## src/rtl/fft64_pkg.sv

```systemverilog
// Shared constants, FSM state and per-sample tag layout for the FFT64 peak detector.
package fft64_pkg;

  localparam int DW    = 19;
  localparam int AW    = 6;
  localparam int NBINS = 64;
  localparam int PW    = 2 * DW;
  localparam int SQW   = 2 * DW - 1;

  typedef enum logic {
    IDLE,
    ACC
  } state_t;

  // fid identifies which frame a sample belongs to, so an abort can kill only its own frame
  typedef struct packed {
    logic          first;
    logic          last;
    logic [AW-1:0] bin;
    logic          ovf;
    logic          err;
    logic          fid;
  } tag_t;

endpackage

```

## src/rtl/fft64_peak_detect_if.sv

```systemverilog
// FFT output stream into the peak detector and the per-frame peak report back out.
interface fft64_peak_detect_if;
  import fft64_pkg::*;

  logic                 ED;
  logic                 RDY;
  logic [AW-1:0]        ADDR;
  logic signed [DW-1:0] DOR;
  logic signed [DW-1:0] DOI;
  logic                 OVF1;
  logic                 OVF2;

  logic                 PK_VLD;
  logic [AW-1:0]        PK_BIN;
  logic [PW-1:0]        PK_PWR;
  logic                 PK_OVF;
  logic                 PK_ERR;
  logic [7:0]           ABORT_CNT;

  modport master (
    output ED, RDY, ADDR, DOR, DOI, OVF1, OVF2,
    input  PK_VLD, PK_BIN, PK_PWR, PK_OVF, PK_ERR, ABORT_CNT
  );

  modport slave (
    input  ED, RDY, ADDR, DOR, DOI, OVF1, OVF2,
    output PK_VLD, PK_BIN, PK_PWR, PK_OVF, PK_ERR, ABORT_CNT
  );

endinterface

```

## src/rtl/fft64_mag2.sv

```systemverilog
// Two-stage registered DOR^2 + DOI^2 with a tag bus travelling alongside the data.
module fft64_mag2
  import fft64_pkg::*;
(
  input  logic                 clk,
  input  logic                 rst,
  input  logic                 flush,
  input  logic                 flush_fid,
  input  logic                 in_vld,
  input  logic signed [DW-1:0] dr,
  input  logic signed [DW-1:0] di,
  input  tag_t                 in_tag,
  output logic                 out_vld,
  output logic [PW-1:0]        out_pwr,
  output tag_t                 out_tag
);

  logic signed [2*DW-1:0] prod_r;
  logic signed [2*DW-1:0] prod_i;
  logic [SQW-1:0]         sq_r_q;
  logic [SQW-1:0]         sq_i_q;
  logic                   s1_vld_q;
  tag_t                   s1_tag_q;
  logic                   s2_vld_q;
  logic [PW-1:0]          s2_pwr_q;
  tag_t                   s2_tag_q;

  // A square is never negative and (-2^18)^2 = 2^36 still fits below the sign bit
  assign prod_r = dr * dr;
  assign prod_i = di * di;

  always_ff @(posedge clk) begin
    if (rst) begin
      s1_vld_q <= 1'b0;
      sq_r_q   <= '0;
      sq_i_q   <= '0;
      s1_tag_q <= '0;
      s2_vld_q <= 1'b0;
      s2_pwr_q <= '0;
      s2_tag_q <= '0;
    end else begin
      s1_vld_q <= in_vld;
      sq_r_q   <= prod_r[SQW-1:0];
      sq_i_q   <= prod_i[SQW-1:0];
      s1_tag_q <= in_tag;
      s2_vld_q <= s1_vld_q && !(flush && (s1_tag_q.fid == flush_fid));
      s2_pwr_q <= {1'b0, sq_r_q} + {1'b0, sq_i_q};
      s2_tag_q <= s1_tag_q;
    end
  end

  assign out_vld = s2_vld_q;
  assign out_pwr = s2_pwr_q;
  assign out_tag = s2_tag_q;

endmodule

```

## src/rtl/fft64_peak_detect.sv

```systemverilog
// Frame tracker and peak search over the natural-order output of the 64-point FFT.
module fft64_peak_detect
  import fft64_pkg::*;
#(
  parameter bit EXCL_DC = 1'b0
)
(
  input logic                CLK,
  input logic                RST,
  fft64_peak_detect_if.slave bus
);

  state_t        state_q;
  state_t        state_d;
  logic [AW-1:0] idx_q;
  logic          fid_q;
  logic [7:0]    abort_cnt_q;

  logic          accept;
  logic          first;
  logic          last;
  logic          abort;
  logic [AW-1:0] bin_cur;
  tag_t          tag_in;

  logic          s2_vld;
  logic [PW-1:0] s2_pwr;
  tag_t          s2_tag;
  logic          s2_use;

  logic [PW-1:0] peak_pwr_q;
  logic [AW-1:0] peak_bin_q;
  logic          ovf_acc_q;
  logic          err_acc_q;
  logic [PW-1:0] cand_pwr;
  logic [AW-1:0] cand_bin;
  logic          cand_ovf;
  logic          cand_err;

  logic          pk_vld_q;
  logic [AW-1:0] pk_bin_q;
  logic [PW-1:0] pk_pwr_q;
  logic          pk_ovf_q;
  logic          pk_err_q;

  always_ff @(posedge CLK) begin
    if (RST) state_q <= IDLE;
    else     state_q <= state_d;
  end

  always_comb begin
    state_d = state_q;
    if (bus.ED) begin
      case (state_q)
        IDLE: if (bus.RDY) state_d = ACC;
        ACC: begin
          if (bus.RDY)                          state_d = ACC;
          else if (idx_q == AW'(NBINS - 1))     state_d = IDLE;
        end
        default: state_d = IDLE;
      endcase
    end
  end

  always_comb begin
    accept = 1'b0;
    first  = 1'b0;
    abort  = 1'b0;
    last   = 1'b0;
    if (bus.ED) begin
      first  = bus.RDY;
      abort  = bus.RDY && (state_q == ACC);
      accept = bus.RDY || (state_q == ACC);
      last   = accept && !bus.RDY && (idx_q == AW'(NBINS - 1));
    end
  end

  assign bin_cur = first ? '0 : idx_q;

  always_comb begin
    tag_in       = '0;
    tag_in.first = first;
    tag_in.last  = last;
    tag_in.bin   = bin_cur;
    tag_in.ovf   = bus.OVF1 | bus.OVF2;
    tag_in.err   = (bus.ADDR != bin_cur);
    tag_in.fid   = first ? ~fid_q : fid_q;
  end

  always_ff @(posedge CLK) begin
    if (RST) begin
      idx_q       <= '0;
      fid_q       <= 1'b0;
      abort_cnt_q <= '0;
    end else begin
      if (first)       idx_q <= AW'(1);
      else if (accept) idx_q <= idx_q + AW'(1);
      if (first)       fid_q <= ~fid_q;
      if (abort && (abort_cnt_q != 8'hFF)) abort_cnt_q <= abort_cnt_q + 8'd1;
    end
  end

  fft64_mag2 u_mag2 (
    .clk       (CLK),
    .rst       (RST),
    .flush     (abort),
    .flush_fid (fid_q),
    .in_vld    (accept),
    .dr        (bus.DOR),
    .di        (bus.DOI),
    .in_tag    (tag_in),
    .out_vld   (s2_vld),
    .out_pwr   (s2_pwr),
    .out_tag   (s2_tag)
  );

  // A sample of the frame being aborted this cycle must not reach the peak registers
  assign s2_use = s2_vld && !(abort && (s2_tag.fid == fid_q));

  always_comb begin
    cand_pwr = peak_pwr_q;
    cand_bin = peak_bin_q;
    cand_ovf = ovf_acc_q | s2_tag.ovf;
    cand_err = err_acc_q | s2_tag.err;
    if (s2_tag.first) begin
      cand_pwr = EXCL_DC ? '0 : s2_pwr;
      cand_bin = '0;
      cand_ovf = s2_tag.ovf;
      cand_err = s2_tag.err;
    end else if (s2_pwr > peak_pwr_q) begin
      cand_pwr = s2_pwr;
      cand_bin = s2_tag.bin;
    end
  end

  always_ff @(posedge CLK) begin
    if (RST) begin
      peak_pwr_q <= '0;
      peak_bin_q <= '0;
      ovf_acc_q  <= 1'b0;
      err_acc_q  <= 1'b0;
      pk_vld_q   <= 1'b0;
      pk_bin_q   <= '0;
      pk_pwr_q   <= '0;
      pk_ovf_q   <= 1'b0;
      pk_err_q   <= 1'b0;
    end else begin
      pk_vld_q <= 1'b0;
      if (s2_use) begin
        peak_pwr_q <= cand_pwr;
        peak_bin_q <= cand_bin;
        ovf_acc_q  <= cand_ovf;
        err_acc_q  <= cand_err;
        if (s2_tag.last) begin
          pk_vld_q <= 1'b1;
          pk_bin_q <= cand_bin;
          pk_pwr_q <= cand_pwr;
          pk_ovf_q <= cand_ovf;
          pk_err_q <= cand_err;
        end
      end
    end
  end

  assign bus.PK_VLD    = pk_vld_q;
  assign bus.PK_BIN    = pk_bin_q;
  assign bus.PK_PWR    = pk_pwr_q;
  assign bus.PK_OVF    = pk_ovf_q;
  assign bus.PK_ERR    = pk_err_q;
  assign bus.ABORT_CNT = abort_cnt_q;

endmodule

```

## src/flat_wrapper.sv

```systemverilog
// flat-port wrapper written by rule: the top's interface ports become plain ports
module fft64_peak_detect_flat import fft64_pkg::*;
#(
  parameter bit EXCL_DC = 1'b0
)
  (CLK, RST, bus_ED, bus_RDY, bus_ADDR, bus_DOR, bus_DOI, bus_OVF1, bus_OVF2, bus_PK_VLD, bus_PK_BIN, bus_PK_PWR, bus_PK_OVF, bus_PK_ERR, bus_ABORT_CNT);
  fft64_peak_detect_if bus_i ();
  input logic CLK;
  input logic RST;
  input wire logic [$bits(bus_i.ED)-1:0] bus_ED;
  input wire logic [$bits(bus_i.RDY)-1:0] bus_RDY;
  input wire logic [$bits(bus_i.ADDR)-1:0] bus_ADDR;
  input wire logic [$bits(bus_i.DOR)-1:0] bus_DOR;
  input wire logic [$bits(bus_i.DOI)-1:0] bus_DOI;
  input wire logic [$bits(bus_i.OVF1)-1:0] bus_OVF1;
  input wire logic [$bits(bus_i.OVF2)-1:0] bus_OVF2;
  output wire logic [$bits(bus_i.PK_VLD)-1:0] bus_PK_VLD;
  output wire logic [$bits(bus_i.PK_BIN)-1:0] bus_PK_BIN;
  output wire logic [$bits(bus_i.PK_PWR)-1:0] bus_PK_PWR;
  output wire logic [$bits(bus_i.PK_OVF)-1:0] bus_PK_OVF;
  output wire logic [$bits(bus_i.PK_ERR)-1:0] bus_PK_ERR;
  output wire logic [$bits(bus_i.ABORT_CNT)-1:0] bus_ABORT_CNT;
  assign bus_i.ED = bus_ED;
  assign bus_i.RDY = bus_RDY;
  assign bus_i.ADDR = bus_ADDR;
  assign bus_i.DOR = bus_DOR;
  assign bus_i.DOI = bus_DOI;
  assign bus_i.OVF1 = bus_OVF1;
  assign bus_i.OVF2 = bus_OVF2;
  assign bus_PK_VLD = bus_i.PK_VLD;
  assign bus_PK_BIN = bus_i.PK_BIN;
  assign bus_PK_PWR = bus_i.PK_PWR;
  assign bus_PK_OVF = bus_i.PK_OVF;
  assign bus_PK_ERR = bus_i.PK_ERR;
  assign bus_ABORT_CNT = bus_i.ABORT_CNT;
  fft64_peak_detect #(.EXCL_DC(EXCL_DC)) u_core (.CLK(CLK), .RST(RST), .bus(bus_i));
endmodule
```

## config.mk

```make
export PLATFORM = sky130hd
export DESIGN_NAME = fft64_peak_detect_flat
export DESIGN_NICKNAME = d
export VERILOG_FILES = /design/src/rtl/fft64_pkg.sv /design/src/rtl/fft64_peak_detect_if.sv /design/src/rtl/fft64_mag2.sv /design/src/rtl/fft64_peak_detect.sv /design/src/flat_wrapper.sv
export SDC_FILE = /design/constraint.sdc
export NUM_CORES = 2
export LEC_CHECK = 0
export CORE_ASPECT_RATIO = 1.2
export CORE_MARGIN = 2
export CORE_UTILIZATION = 50
export CTS_CLUSTER_DIAMETER = 40
export DETAILED_ROUTE_END_ITERATION = 12
export DONT_BUFFER_PORTS = 1
export SYNTH_ARGS = -nofsm -noshare
export SYNTH_HDL_FRONTEND = slang
export SYNTH_SLANG_ARGS = --single-unit
```

## constraint.sdc

```tcl
create_clock -name CLK -period 10.8 [get_ports CLK]
set_clock_uncertainty 0.2 [all_clocks]
set_input_delay 1.62 -clock CLK [delete_from_list [all_inputs] [get_ports CLK]]
set_output_delay 1.62 -clock CLK [all_outputs]
set_load 0.005 [all_outputs]
```

Word-level counts from Yosys, hierarchy flattened
Index checks and enable logic that the tools add are counted.

Register bits after elaboration: 244. Word-level logic and storage cells: 80.

Add/subtract/negate cells: 3. Multiply operators: 2. Magnitude comparators: 1. Eq/ne operators: 4. Mux-type cells: 17. Bitwise logic cells: 7. Reduce and logical (&&, ||, !) cells: 16.

Operators by type and width (number): 2-to-1 mux 38 bit (2); multiplier 19 x 19 -> 37 bit (2); adder 37 x 37 -> 38 bit (1); > comparator 38 bit (1); 2-to-1 mux 6 bit (3); 2-to-1 mux 1 bit (11); adder 8 x 1 -> 8 bit (second input constant) (1); != test 8 bit (second input constant) (1); logical AND 1 bit (7); adder 6 x 1 -> 6 bit (second input constant) (1); == test 6 bit (second input constant) (1); != test 6 bit (1); OR reduction 2 bit (3); NOT 1 bit (4); zero test 1 bit (3); bitwise OR 1 bit (3); one-hot mux 1 bit (2 select lines) (1); AND reduction 2 bit (1); nonzero test 2 bit (1); == test 1 bit (1); logical OR 1 bit (1).

Longest topological paths before layout
Depth in word-level cells: 7. Mapped depth: 26. Depth with buffers taken out: 24.

By module
From an unflattened synthesis, not the netlist that was laid out.

Cell total of the unflattened synthesis: 3631. Area, all modules: 34311.7 µm².

Modules (own cells, without submodules): fft64_mag2 (times used 1, cells an instance 3028, area each 28770.1 µm², sequential area each 2682.6 µm²); fft64_peak_detect (times used 1, cells an instance 603, area each 5541.6 µm², sequential area each 2182.1 µm²).

Least setup slack after synthesis
Ideal clock, no wire load.

Kind: input port to flip-flop. From: input port bus_DOR[18]. To: register u_core.u_mag2.sq_r_q[35]. Setup time: 0.123 ns. Data arrival time: 7.951 ns. Required time: 10.477 ns. Path slack: 2.525 ns. Stages: 22. Cell sequence: clkbuf_1 -> clkbuf_1 -> clkbuf_1 -> nand2_1 -> fa_1 -> inv_1 -> fa_1 -> inv_1 -> fa_1 -> inv_1 -> fa_1 -> fa_1 -> fa_1 -> ha_1 -> ha_1 -> a21o_1 -> a211oi_1 -> or3b_1 -> o21ai_1 -> o21ai_1 -> a211oi_1 -> mux2_1.

Cells in the longest elaborated chain, start to end: 1.

Ends and longest elaborated chain: from (decl) (RTL line flat_wrapper.sv:13) `input wire logic [$bits(bus_i.DOR)-1:0] bus_DOR;`; multiplier 19 x 19 -> 37 bit (RTL line fft64_mag2.sv:29) `assign prod_r = dr * dr;`; to (signal assigned) (RTL line fft64_mag2.sv:43) `sq_r_q <= prod_r[SQW-1:0];`; to (decl) (RTL line fft64_mag2.sv:20) `logic [SQW-1:0] sq_r_q;`.

No other way between the ends. A chain may end at the register's enable or synchronous reset.

Final worst setup path
From: input port bus_DOI[18]. To: register u_core.u_mag2.sq_i_q[32].

Cells in the longest elaborated chain, start to end: 1.

Ends and longest elaborated chain: from (decl) (RTL line flat_wrapper.sv:14) `input wire logic [$bits(bus_i.DOI)-1:0] bus_DOI;`; multiplier 19 x 19 -> 37 bit (RTL line fft64_mag2.sv:30) `assign prod_i = di * di;`; to (signal assigned) (RTL line fft64_mag2.sv:44) `sq_i_q <= prod_i[SQW-1:0];`; to (decl) (RTL line fft64_mag2.sv:21) `logic [SQW-1:0] sq_i_q;`.

No other way between the ends.

==> flow_metrics.py <==
metrics = {
    "yosys": {
        "synth-seq-cells": 242,
        "syn-num-nets": 4592,
        "async_flop_share_pct": 0,
        "synth_edf_count": 0,
        "synthesis.area_sq_um": 33800,
        "synth-main-ff-cell": "dfxtp_1",
        "synth_cell_types": 72,
        "ys_warn_count": 0,
        "syn_inst": 3574,
        "avgSynthCellArea_sq_um": 9.46,
        "ys_seq_area_share_pct": 14.3,
    },
    "clock_network": {
        "clockRootBuffer": "clkbuf_16",
        "cts_tree": "built",
        "path_clk_slew_ns": 0.06,
        "clockBufferDepth": 3,
        "postCtsSetupRepairBufs": 0,
        "cts_hold_buf": 0,
        "htreeDepth": 1,
        "clk_latency_ns": 0.55,
        "cts_sinks": 242,
        "cts-resized-gates": 0,
        "numCtsBuffers": 30,
    },
    "global_route": {
        "grt_pass1_vias": 24700,
        "overflow": 0,
        "antenna_found_initial": 0,
        "grt_pass1_wl_um": 125000,
        "grtUsageTotal_pct": 22.7,
        "grt_max_degree": 185,
    },
    "sta": {
        "slew_violations": 0,
        "rsz0062_at_grt": "no",
        "fmax_mhz": 132,
        "finalWorstSetupSlack_ns": 3.21,
        "setup_tns_ns": 0,
        "final.period_utilization_pct": 70.3,
        "slew_headroom_pct": 45.5,
        "hold_viol_final": 0,
        "setup_viol": 0,
        "min_period_ns": 7.59,
        "worst_pin_slew_ns": 0.809,
    },
    "floorplanning": {
        "io_pins": 105,
        "die_h_um": 289,
        "coreArea_sq_um": 67000,
        "dieArea_sq_um": 69700,
        "die_w_um": 241,
        "initial_core_util_pct": 50.5,
        "num_rows": 104,
    },
    "finish": {
        "num-nets-final": 4505,
        "area_delta_synth_final_pct": 5.04,
        "final_util_pct": 53.0,
        "regArea_sq_um": 4840,
        "multi_input_area_sq_um": 25400,
        "diodes": 0,
        "fill_cells": 6231,
        "drive_gt1_share_pct": 2.22,
    },
    "run": {
        "maxCapViolations": 0,
    },
    "setup_path": {
        "worstSetupPathType": "input port to flop",
        "startpoint_type": "input port",
        "cp_data_arrival_time_ns": 7.83,
        "cp.required_ns": 11.04,
        "endpoint_kind": "flop",
        "rrSetupSlack_ns": 6.93,
        "path_max_fanout": 37,
    },
    "outcome": {
        "outcome": "complete, no violations",
    },
    "route": {
        "drt_first_iter_violations": 899,
        "firstDrtPassIters": 5,
        "remaining_drc_errors": 0,
        "wl_per_cell_um": 17.0,
        "drt-vias-per-instance": 5.13,
        "ant_nets": 0,
        "vias": 22600,
        "wl_um": 75200,
    },
    "placed_design": {
        "place_congestion": 0.858,
        "preCtsSetupSlack_ns": 2.59,
        "portBuffers": 0,
        "hpwl_um": 61400,
    },
    "hold_path": {
        "hp-class": "flop to flop",
    },
}
==> through the flow <==
stage / instances / hold slack, ns / instance area, sq um
2_1_floorplan: 3574 / 0.214 / 33800
3_3_place_gp: 4356 / 0.222 / 34400
3_5_place_dp: 4356 / 0.225 / 34400
4_1_cts: 4412 / 0.238 / 35500
5_1_grt: 4412 / 0.248 / 35500
6_report: 4412 / 0.239 / 35500
==> cell families (layout without fill, tap and decap cells) <==
logic type / count (synthesis) / count (layout) / synth area share, %
fa+ha+maj: 968 / 968 / 50.3
buf+inv: 941 / 878 / 10.7
simple gates: 802 / 802 / 11.0
compound gates: 393 / 393 / 7.34
flops: 242 / 242 / 14.3
xor+xnor: 138 / 138 / 3.57
mux: 90 / 90 / 2.67
==> final cells by class <==
class | count | share of cell area (%)
multi-input cells | 2391 | 71.4
flip-flops and latches | 242 | 13.6
inverters | 817 | 8.63
well taps | 901 | 3.17
clock buffers | 38 | 2.40
clock inverters | 18 | 0.666
repair buffers | 5 | 0.106
==> registers in the layout (all words and copies together) (netlist names), 8 cells and up <==
name,count
u_core.u_mag2.sq_i_q,36
u_core.u_mag2.sq_r_q,36
u_core.u_mag2.out_pwr,38
u_core.bus.PK_PWR,38
u_core.peak_pwr_q,38
u_core.u_mag2.out_tag,11
u_core.bus.ABORT_CNT,8
u_core.u_mag2.s1_tag_q,10
==> cells in the mapped netlist (all sizes together) (52+ instances only) <==
master    n  area [sq um]
a21o     57           428
a21oi   119           599
xor2     57           499
dfxtp   242          4840
nor2b    52           325
nand2   297          1110
clkbuf  112           420
nor2    217           822
inv     815          3060
mux2i    87           871
fa      654         13100
and2     96           601
ha      314          3930
xnor2    81           709
o21ai    96           484
==> final timing paths <==
kind / startpoint / endpoint / cells past startpoint
max: bus_DOI[18] / u_core.u_mag2.sq_i_q[32] / 20
min: u_core.u_mag2.s1_tag_q[7] / u_core.u_mag2.out_tag[7] / 1
max reg2reg: u_core.peak_pwr_q[23] / u_core.bus.PK_PWR[29] / 12
min reg2reg: u_core.u_mag2.s1_tag_q[7] / u_core.u_mag2.out_tag[7] / 1
==> placed cells by master, fill, tap and decap left out, types with 52 or more instances in the layout <==
cell | Yosys | final
a21o_1 | 57 | 57
a21oi_1 | 118 | 118
and2_1 | 96 | 95
dfxtp_1 | 242 | 242
fa_1 | 654 | 654
ha_1 | 314 | 314
inv_1 | 815 | 814
mux2i_1 | 87 | 87
nand2_1 | 297 | 297
nor2_1 | 216 | 216
nor2b_1 | 52 | 52
o21ai_0 | 80 | 80
xnor2_1 | 81 | 81
xor2_1 | 57 | 57
==> metal layers <==
metal | routed length, um | global-route usage (%)
met3 | 2190 | 1.47
met5 | 0 | 0
met1 | 31000 | 27.7
met4 | 2150 | 6.25
met2 | 39800 | 42.9
==> critical path, cell delays in order <==
cell and delay [ns]:
nand2_1 0.08, fa_1 0.57, fa_1 0.59, inv_1 0.06, fa_1 0.87, fa_1 0.54, fa_1 0.55, inv_1 0.05
fa_1 0.48, inv_1 0.04, ha_1 0.27, ha_1 0.34, a21o_1 0.17, a21o_1 0.19, or3_1 0.30, a2111oi_0 0.44
nor2_1 0.19, a31oi_1 0.23, xor2_1 0.17, nor2_1 0.06
Power is left out: the tool's default activity adds up to more than one toggle a clock period on the data nets, which glitch-free logic cannot reach.
